**config.mk**
```make
export PLATFORM = sky130hd
export DESIGN_NAME = sqrt_arbiter
export DESIGN_NICKNAME = d
export VERILOG_FILES = /design/src/rtl/sqrt_arbiter.sv
export SDC_FILE = /design/constraint.sdc
export NUM_CORES = 1
export LEC_CHECK = 0
export ABC_AREA = 1
export BUFFER_PORTS_ARGS = -buffer_cell sky130_fd_sc_hd__buf_4
export CAP_MARGIN = 5
export CORE_ASPECT_RATIO = 0.6
export CORE_MARGIN = 8
export CORE_UTILIZATION = 34
export CTS_CLUSTER_SIZE = 40
export DETAILED_ROUTE_END_ITERATION = 10
export HOLD_SLACK_MARGIN = 0.1
export PLACE_DENSITY = 0.64
export SLEW_MARGIN = 20
export SYNTH_ARGS = -nofsm -noshare
export SYNTH_HDL_FRONTEND = slang
export SYNTH_SLANG_ARGS = --single-unit
```
**constraint.sdc**
```tcl
create_clock -name clk -period 5.4 [get_ports clk]
set_input_delay 1.35 -clock clk [delete_from_list [all_inputs] [get_ports clk]]
set_output_delay 1.35 -clock clk [all_outputs]
set_load 0.03 [all_outputs]
```
**src/rtl/sqrt_arbiter.sv**
```systemverilog
// Round-robin front end that time-shares one iterative fixed-point square root
// unit between NUM_REQ requesters, tagging each result with its owner's id.

module fp_sqrt #(
   parameter int WIDTH      = 32,
   parameter int INT_WIDTH  = 16,
   parameter int FRAC_WIDTH = 16
) (
   input  logic             clk,
   input  logic             go,
   input  logic [WIDTH-1:0] op,
   output logic [WIDTH-1:0] out,
   output logic             done
);
   localparam int RW = INT_WIDTH + 2 * FRAC_WIDTH;
   localparam int QW = RW >> 1;
   localparam int CW = $clog2(QW + 1);

   logic [RW-1:0]   rad_q;
   logic [RW-1:0]   rad_ld;
   logic [QW-1:0]   rem_q;
   logic [QW-1:0]   root_q;
   logic [CW-1:0]   cnt_q;
   logic            done_q;
   logic [2*QW-1:0] st_ld;
   logic [2*QW-1:0] st_it;

   // One restoring digit step: two radicand bits in, one root bit out.
   function automatic logic [2*QW-1:0] step(
      input logic [QW-1:0] rem,
      input logic [QW-1:0] root,
      input logic [1:0]    b
   );
      logic [QW+1:0] r;
      logic [QW+1:0] t;
      r = {rem, b};
      t = {root, 2'b01};
      if (r >= t) step = {QW'(r - t), root[QW-2:0], 1'b1};
      else        step = {QW'(r), root[QW-2:0], 1'b0};
   endfunction

   assign rad_ld = {op, {FRAC_WIDTH{1'b0}}};
   assign st_ld  = step('0, '0, rad_ld[RW-1 -: 2]);
   assign st_it  = step(rem_q, root_q, rad_q[RW-1 -: 2]);

   // The first digit is resolved on the go edge so done lands QW cycles later.
   always_ff @(posedge clk) begin
      if (go) begin
         rad_q           <= rad_ld << 2;
         {rem_q, root_q} <= st_ld;
         cnt_q           <= CW'(QW - 1);
         done_q          <= (QW == 1);
      end else begin
         done_q <= (cnt_q == CW'(1));
         if (cnt_q != '0) begin
            rad_q           <= rad_q << 2;
            {rem_q, root_q} <= st_it;
            cnt_q           <= cnt_q - 1'b1;
         end
      end
   end

   assign out  = WIDTH'(root_q);
   assign done = done_q;
endmodule

module sqrt_arbiter #(
   parameter int WIDTH      = 32,
   parameter int INT_WIDTH  = 16,
   parameter int FRAC_WIDTH = 16,
   parameter int NUM_REQ    = 4,
   parameter int ITER       = (WIDTH + FRAC_WIDTH) >> 1,
   parameter int IDW        = (NUM_REQ > 1) ? $clog2(NUM_REQ) : 1
) (
   input  logic                     clk,
   input  logic                     reset,
   input  logic [NUM_REQ-1:0]       req_valid,
   input  logic [NUM_REQ*WIDTH-1:0] req_data,
   output logic [NUM_REQ-1:0]       req_ready,
   output logic                     resp_valid,
   input  logic                     resp_ready,
   output logic [WIDTH-1:0]         resp_data,
   output logic [IDW-1:0]           resp_id,
   output logic                     resp_err,
   output logic                     busy
);
   localparam int FW = $clog2(ITER + 3);
   localparam int WDW = $clog2(ITER + 5);
   localparam logic [IDW:0] NQ = (IDW + 1)'(NUM_REQ);

   typedef enum logic [2:0] {
      FLUSH,
      IDLE,
      ISSUE,
      WAIT,
      RESP
   } state_t;

   state_t           state_q;
   logic [FW-1:0]    flush_q;
   logic [WDW-1:0]   wd_q;
   logic [IDW-1:0]   last_q;
   logic [IDW-1:0]   id_q;
   logic [WIDTH-1:0] op_q;
   logic [WIDTH-1:0] resp_data_q;
   logic             resp_err_q;
   logic             resp_valid_q;
   logic             busy_q;

   logic             gnt_found;
   logic [IDW-1:0]   gnt_idx;
   logic [IDW:0]     cand;
   logic [NUM_REQ-1:0] gnt_oh;
   logic [WIDTH-1:0] op_sel;
   logic             unit_go;
   logic [WIDTH-1:0] unit_out;
   logic             unit_done;

   always_comb begin
      gnt_found = 1'b0;
      gnt_idx   = '0;
      cand      = '0;
      for (int k = 1; k <= NUM_REQ; k++) begin
         cand = {1'b0, last_q} + (IDW + 1)'(k);
         if (cand >= NQ) cand = cand - NQ;
         if (!gnt_found && req_valid[cand[IDW-1:0]]) begin
            gnt_found = 1'b1;
            gnt_idx   = cand[IDW-1:0];
         end
      end
   end

   always_comb begin
      op_sel = '0;
      gnt_oh = '0;
      for (int i = 0; i < NUM_REQ; i++) begin
         if (IDW'(i) == gnt_idx) begin
            op_sel    = req_data[i*WIDTH +: WIDTH];
            gnt_oh[i] = gnt_found;
         end
      end
   end

   assign req_ready = (state_q == IDLE) ? gnt_oh : '0;
   assign unit_go   = (state_q == ISSUE);

   fp_sqrt #(
      .WIDTH     (WIDTH),
      .INT_WIDTH (INT_WIDTH),
      .FRAC_WIDTH(FRAC_WIDTH)
   ) u_sqrt (
      .clk (clk),
      .go  (unit_go),
      .op  (op_q),
      .out (unit_out),
      .done(unit_done)
   );

   // FLUSH lets any operation left over from before reset drain out unseen.
   always_ff @(posedge clk or posedge reset) begin
      if (reset) begin
         state_q      <= FLUSH;
         flush_q      <= FW'(ITER + 2);
         wd_q         <= '0;
         last_q       <= IDW'(NUM_REQ - 1);
         id_q         <= '0;
         op_q         <= '0;
         resp_data_q  <= '0;
         resp_err_q   <= 1'b0;
         resp_valid_q <= 1'b0;
         busy_q       <= 1'b1;
      end else begin
         unique case (state_q)
            FLUSH: begin
               flush_q <= flush_q - 1'b1;
               if (flush_q == FW'(1)) begin
                  state_q <= IDLE;
                  busy_q  <= 1'b0;
               end
            end
            IDLE: begin
               if (gnt_found) begin
                  op_q    <= op_sel;
                  id_q    <= gnt_idx;
                  last_q  <= gnt_idx;
                  state_q <= ISSUE;
                  busy_q  <= 1'b1;
               end
            end
            ISSUE: begin
               wd_q    <= '0;
               state_q <= WAIT;
            end
            WAIT: begin
               if (unit_done) begin
                  resp_data_q  <= unit_out;
                  resp_err_q   <= 1'b0;
                  resp_valid_q <= 1'b1;
                  state_q      <= RESP;
               end else if (wd_q == WDW'(ITER + 3)) begin
                  resp_data_q  <= '0;
                  resp_err_q   <= 1'b1;
                  resp_valid_q <= 1'b1;
                  state_q      <= RESP;
               end else begin
                  wd_q <= wd_q + 1'b1;
               end
            end
            RESP: begin
               if (resp_ready) begin
                  resp_valid_q <= 1'b0;
                  state_q      <= IDLE;
                  busy_q       <= 1'b0;
               end
            end
            default: begin
               state_q <= FLUSH;
               flush_q <= FW'(ITER + 2);
               busy_q  <= 1'b1;
            end
         endcase
      end
   end

   assign resp_valid = resp_valid_q;
   assign resp_data  = resp_data_q;
   assign resp_id    = id_q;
   assign resp_err   = resp_err_q;
   assign busy       = busy_q;
endmodule

```
== Word level (Yosys, flattened, before mapping) ==
Cells that the tools add are included.

* Flip-flop bits (word level): 168
* Input bits: 135
* Output and inout port bits: 41
* Word-level logic and storage cells: 133

* Add/subtract/negate cells: 13
* Magnitude comparators: 10
* Eq/ne operators: 16
* Muxes and demuxes: 57
* Bitwise gates (word level): 1
* Reduce and logical (&&, ||, !) cells: 21

{| class="wikitable"
|+ Operators by type and width
! operator !! number
|-
| 32-bit two-way mux || 6
|-
| 48-bit two-way mux || 4
|-
| 24-bit two-way mux || 4
|-
| 26-bit greater-or-equal comparator || 1
|-
| 24-bit subtractor || 1
|-
| 5-bit one-hot mux with 2 select lines || 2
|-
| 1-bit two-way mux || 18
|-
| 2-bit two-way mux || 8
|-
| 3-bit two-way mux || 5
|-
| 3-bit one-hot mux with 5 select lines || 1
|-
| 3-bit greater-or-equal comparator, second input constant || 4
|-
| 2-bit by 3-bit < comparator with 1-bit output, second input constant || 4
|-
| 5-bit by 1-bit == test with 1-bit output, second input constant || 2
|-
| 5-bit two-way mux || 2
|-
| 2-bit != test, second input constant || 5
|-
| 5-bit by 1-bit subtractor with 5-bit output, second input constant || 2
|-
| 1-bit binary-select mux with 2-bit select || 4
|-
| 4-bit AND reduction || 2
|-
| 2-bit nonzero test || 4
|-
| 2-bit by 1-bit subtractor with 2-bit output, second input constant || 4
|-
| 2-bit by 2-bit adder with 3-bit output, second input constant || 2
|-
| 3-bit by 2-bit == test with 1-bit output, second input constant || 2
|-
| 3-bit AND reduction || 2
|-
| 5-bit by 1-bit adder with 5-bit output, second input constant || 1
|-
| 22 further kinds || 28
|}

== Depth between registers and ports, before layout ==
* Word-level depth: 20
* Mapped depth: 16
* Gate-level depth less buffers: 14

== Hierarchy ==
Synthesis repeated with hierarchy kept, for this count alone.

* Cells, all modules: 1332
* Area total of the unflattened synthesis: 10192.3 sq um

{| class="wikitable"
|+ Modules (own cells, without submodules)
! module !! instances !! cells an instance !! area each (sq um) !! seq. area each (sq um)
|-
| fp_sqrt || 1 || 721 || 5536.6 || 2462.4
|-
| sqrt_arbiter || 1 || 611 || 4655.7 || 2109.5
|}

== Worst setup path after synthesis ==
Ideal clock, no wire load.

* Kind: input port to output port
* From: input req_valid[2]
* To: output req_ready[0]
* Data arrival time: 3.000 ns
* Data required time: 4.050 ns
* Path slack: 1.050 ns
* Stages on the path: 12
* Buffers on the path: 2
* Cells stage by stage: nand2_1 -> nand2_1 -> nand2_1 -> nand2_2 -> nor2_1 -> nor2_1 -> nand2_2 -> nand2_4 -> inv_4 -> buf_6 -> buf_6 -> nor3_1

* Longest elaborated chain between the ends: 15
* Elaborated cells between the ends (all ways): 25
* Classes of those cells: 18 x mux; 7 x reduce/logical

{| class="wikitable"
|+ Ends and longest elaborated chain
! element !! RTL line !! source
|-
| from (decl) || 77 || <nowiki>input logic [NUM_REQ-1:0] req_valid,</nowiki>
|-
| 1-bit binary-select mux with 2-bit select || 126 || <nowiki>if (!gnt_found && req_valid[cand[IDW-1:0]]) begin</nowiki>
|-
| 1-bit two-way mux (not written as such) || 126 ||
|-
| 1-bit two-way mux || 126 ||
|-
| 1-bit zero test || 126 ||
|-
| 1-bit logical AND || 126 ||
|-
| 1-bit two-way mux || 126 ||
|-
| 1-bit zero test || 126 ||
|-
| 1-bit logical AND || 126 ||
|-
| 1-bit two-way mux || 126 ||
|-
| 1-bit zero test || 126 ||
|-
| 1-bit logical AND || 126 ||
|-
| 2-bit two-way mux || 126 ||
|-
| 2-bit zero test || 137 || <nowiki>if (IDW'(i) == gnt_idx) begin</nowiki>
|-
| 1-bit two-way mux (*) || 137 ||
|-
| 4-bit two-way mux (*) || 144 || <nowiki>assign req_ready = (state_q == IDLE) ? gnt_oh : '0;</nowiki>
|-
| to (decl) || 79 || <nowiki>output logic [NUM_REQ-1:0] req_ready,</nowiki>
|}

Mark *: on every way between the ends. The rest lies on a longest branch, timed or not. The select of a mux whose other input is x is not followed.

== Worst setup path in the final report ==
* From: input req_valid[2]
* To: output req_ready[2]

* Longest elaborated chain between the ends: 15
* Elaborated cells between the ends (all ways): 25
* Classes of those cells: 1 x eq/ne; 18 x mux; 6 x reduce/logical

{| class="wikitable"
|+ Ends and longest elaborated chain
! element !! RTL line
|-
| 1-bit binary-select mux with 2-bit select || 126
|-
| 1-bit two-way mux (not written as such) || 126
|-
| 1-bit two-way mux || 126
|-
| 1-bit zero test || 126
|-
| 1-bit logical AND || 126
|-
| 1-bit two-way mux || 126
|-
| 1-bit zero test || 126
|-
| 1-bit logical AND || 126
|-
| 1-bit two-way mux || 126
|-
| 1-bit zero test || 126
|-
| 1-bit logical AND || 126
|-
| 2-bit two-way mux || 126
|-
| 2-bit == test || 137
|-
| 1-bit two-way mux (*) || 137
|-
| 4-bit two-way mux (*) || 144
|}

Marks and branches as above.

==> results.sh <==
export IMPL_drtIter0Drc=705
export IMPL_synth_most_common_cell="nand2_1"
export IMPL_die_h_um=144.6
export IMPL_wl_per_cell_um=14.68
export IMPL_grt_pass1_vias=7989
export IMPL_grt_pass1_wl_um=41370
export IMPL_crit_arrival_ps=3040
export IMPL_worstPathMaxFanout=27
export IMPL_cts_root_buffer="clkbuf_16"
export IMPL_ys_flop_type="edfxtp_1"
export IMPL_power_density_mw_per_mm2=735.8
export IMPL_crit_slowest_cell="inv_2"
export IMPL_syn_inst=1198
export IMPL_cp_top_family="simple AND/OR/NAND/NOR gates"
export IMPL_drc=0
export IMPL_crit_required_ps=4050
export IMPL_synth_edff_count=78
export IMPL_synth_async_reset_ratio_pct=47.50
export IMPL_fill_cells=2770
export IMPL_avgSynthCellArea_sq_um=7.822
export IMPL_ioPinCount=176
export IMPL_placedCellCount=1690
export IMPL_crit_buf_inv=3
export IMPL_dieWidth_um=230.3
export IMPL_ctsHoldBuffers=0
export IMPL_setup_violations=0
export IMPL_fp_dieArea_sq_mm=0.03330
export IMPL_num_rows=47
export IMPL_hold_class="register to register"
export IMPL_slew_headroom_pct=32.67
export IMPL_antenna_found_initial=0
export IMPL_insertion_delay_ps=430
export IMPL_utilization_pct=41.98
export IMPL_rsz0062_at_grt="false"
export IMPL_power_leakage_nw=5.664
export IMPL_path_depth=13
export IMPL_cts_resized=0
export IMPL_worstPathCellList="buf_4, nand2_1, nand2_1, nand2_1, nand2_2, nor2_8, nand3_4, nand3_4, nand2_4, inv_2, nand2_1, nor2_1, buf_4"
export IMPL_finalSetupTns_ps=0
export IMPL_grt_ovfl_total=0
export IMPL_multi_input_comb_area_sq_mm=0.004198
export IMPL_numClockSinks=160
export IMPL_worstSetupEndpointType="output pin"
export IMPL_cp_slowest_stage_delay_ps=290
export IMPL_yosysUniqueCellTypes=46
export IMPL_clk_pin_slew_ps=60
export IMPL_area_growth_syn_to_layout_pct=22.51
export IMPL_rr_worst_depth=13
export IMPL_fin_skew_ps=6.921
export IMPL_crit_type="input port to output pin"
export IMPL_post_cts_buffers=0
export IMPL_fin_crit_sh_pct=81.25
export IMPL_ir_drop_uv=466.6
export IMPL_timing_fmax_mhz=227.9
export IMPL_htree_levels=4
export IMPL_cts_buffer_depth=2
export IMPL_synth_seq_area_share_pct=46.66
export IMPL_wirelength_um=25280
export IMPL_fp_coreArea_sq_mm=0.02735
export IMPL_num_vias=8322
export IMPL_worst_slew_pin_slew_ps=1009
export IMPL_start_kind="input port"
export IMPL_routed_via_density=4.833
export IMPL_antenna_cells=0
export IMPL_start_util_pct=34.27
export IMPL_gr_usage_all_layers_pct=15.39
export IMPL_fin_cells=1722
export IMPL_synth_commonest_cells="nand2_1 (343), inv_1 (127), nand3_1 (112)"
export IMPL_period_needed_ps=4387
export IMPL_post_route_cells_drive_above_1_share_pct=17.79
export IMPL_power_mw=8.447
export IMPL_hold_depth=1
export IMPL_io_buffers=167
export IMPL_tritoncts="built"
export IMPL_cap_violations=0
export IMPL_ant_nets=0
export IMPL_ys_top_cells_by_area="edfxtp_1 (25%), dfrtp_1 (19%), nand2_1 (14%)"
export IMPL_cts_buffers_inserted=17
export IMPL_synth_top_area_share_pct=25.00
export IMPL_place_congestion=0.9471
export IMPL_cpMostUsedCell="nand2_1"
export IMPL_yosysTopAreaCell="edfxtp_1"
export IMPL_drv_slew=0
export IMPL_seqCellArea_sq_mm=0.004372
export IMPL_status="finished clean"
export IMPL_synth_cell_area_sq_mm=0.009370
export IMPL_synth_warnings=0
export IMPL_synth_seq_cells=160
export IMPL_grt_max_degree=66
export IMPL_finalHoldViolations=0
export IMPL_drt_pre_antenna_iters=5
export IMPL_final_nets=1508
export IMPL_hpwlAfterDp_um=19010
-- cells by family after synthesis --
| kind of cell | synth area share, % |
|---|---|
| simple gates | 27.52 |
| compound gates | 10.92 |
| buf+inv | 8.853 |
| flops | 46.66 |
| fa+ha+maj | 4.139 |
| xor+xnor | 1.869 |
| other cells | 0.04002 |
-- flip-flops by register name, summed over array words and instances, names as in the netlist, 2 cells and up --
signal and cells:
state_q 3, op_q 32, resp_id 2, u_sqrt.rem_q 24, wd_q 5, u_sqrt.root_q 24
last_q 2, u_sqrt.cnt_q 5, u_sqrt.rad_q 30, resp_data 24, flush_q 5
-- layout by cell type, fill, tap and decap left out, types with 7 or more instances in the layout --
cell and count:
nand4_1 15, a21oi_1 79, inv_1 124, xnor2_1 13, dfrtp_1 70, nor3_1 14, xor2_1 7, buf_4 175
o21ai_0 97, inv_2 8, ha_1 31, clkbuf_16 17, edfxtp_1 78, nand2_1 343, nand2_2 8, nand3_1 112
conb_1 8, nor2_1 90
-- final cells by class --
class                      instances  area share (%)
sequential                       160           38.08
multi-input combinational        854           36.57
timing repair buffer             175           11.44
inverter                         134           4.414
tap                              367           4.000
clock buffer                      20           3.891
clock inverter                    12           1.602
-- metal layers --
layer | global-route usage [%] | up-vias | routed length [um]
met5 | 0 | - | 0
met2 | 22.36 | 178 | 10530
met3 | 3.821 | 15 | 1405
met1 | 22.58 | 3910 | 13110
li1 | - | 4219 | -
met4 | 3.654 | 0 | 228
-- worst reg2reg max path, stage by stage (launching register included) --
cell,delay (ps)
edfxtp_1,390
inv_1,130
ha_1,290
a21oi_1,180
o21ai_1,150
nand2_1,80
nand2_1,170
nand2_1,110
nand2_1,130
nand2_1,110
nand3_2,650
inv_1,420
nand2_1,80
a21oi_1,200
-- power breakdown --
part	internal (mW)	switching, mW
registers	1.96	0.262
clock network	0.791	0.513
logic	1.63	3.30
-- path summary, 6_finish.rpt --
path                                        from          endpoint  slack [ps]
max in group asynchronous                  reset          op_q[17]        3420
worst max-delay path                req_valid[2]      req_ready[2]        1010
worst max register to register  u_sqrt.root_q[1]  u_sqrt.rem_q[16]        2150
worst min-delay path             u_sqrt.cnt_q[4]       u_sqrt.done         460
min in group asynchronous                  reset        flush_q[2]         990
worst min register to register   u_sqrt.cnt_q[4]       u_sqrt.done         460
-- through the flow --
| stage | area [sq um] | worst slack [ps] | hold WS (ps) |
|---|---|---|---|
| 2_1_floorplan | 9397 | 1050 | 421.6 |
| 3_3_place_gp | 10850 | 1089 | 437.0 |
| 3_5_place_dp | 10850 | 1019 | 446.4 |
| 4_1_cts | 11480 | 1015 | 457.3 |
| 5_1_grt | 11480 | 780.7 | 494.4 |
| 6_report | 11480 | 1013 | 460.1 |
No activity file was read; power rests on OpenSTA's default activity.
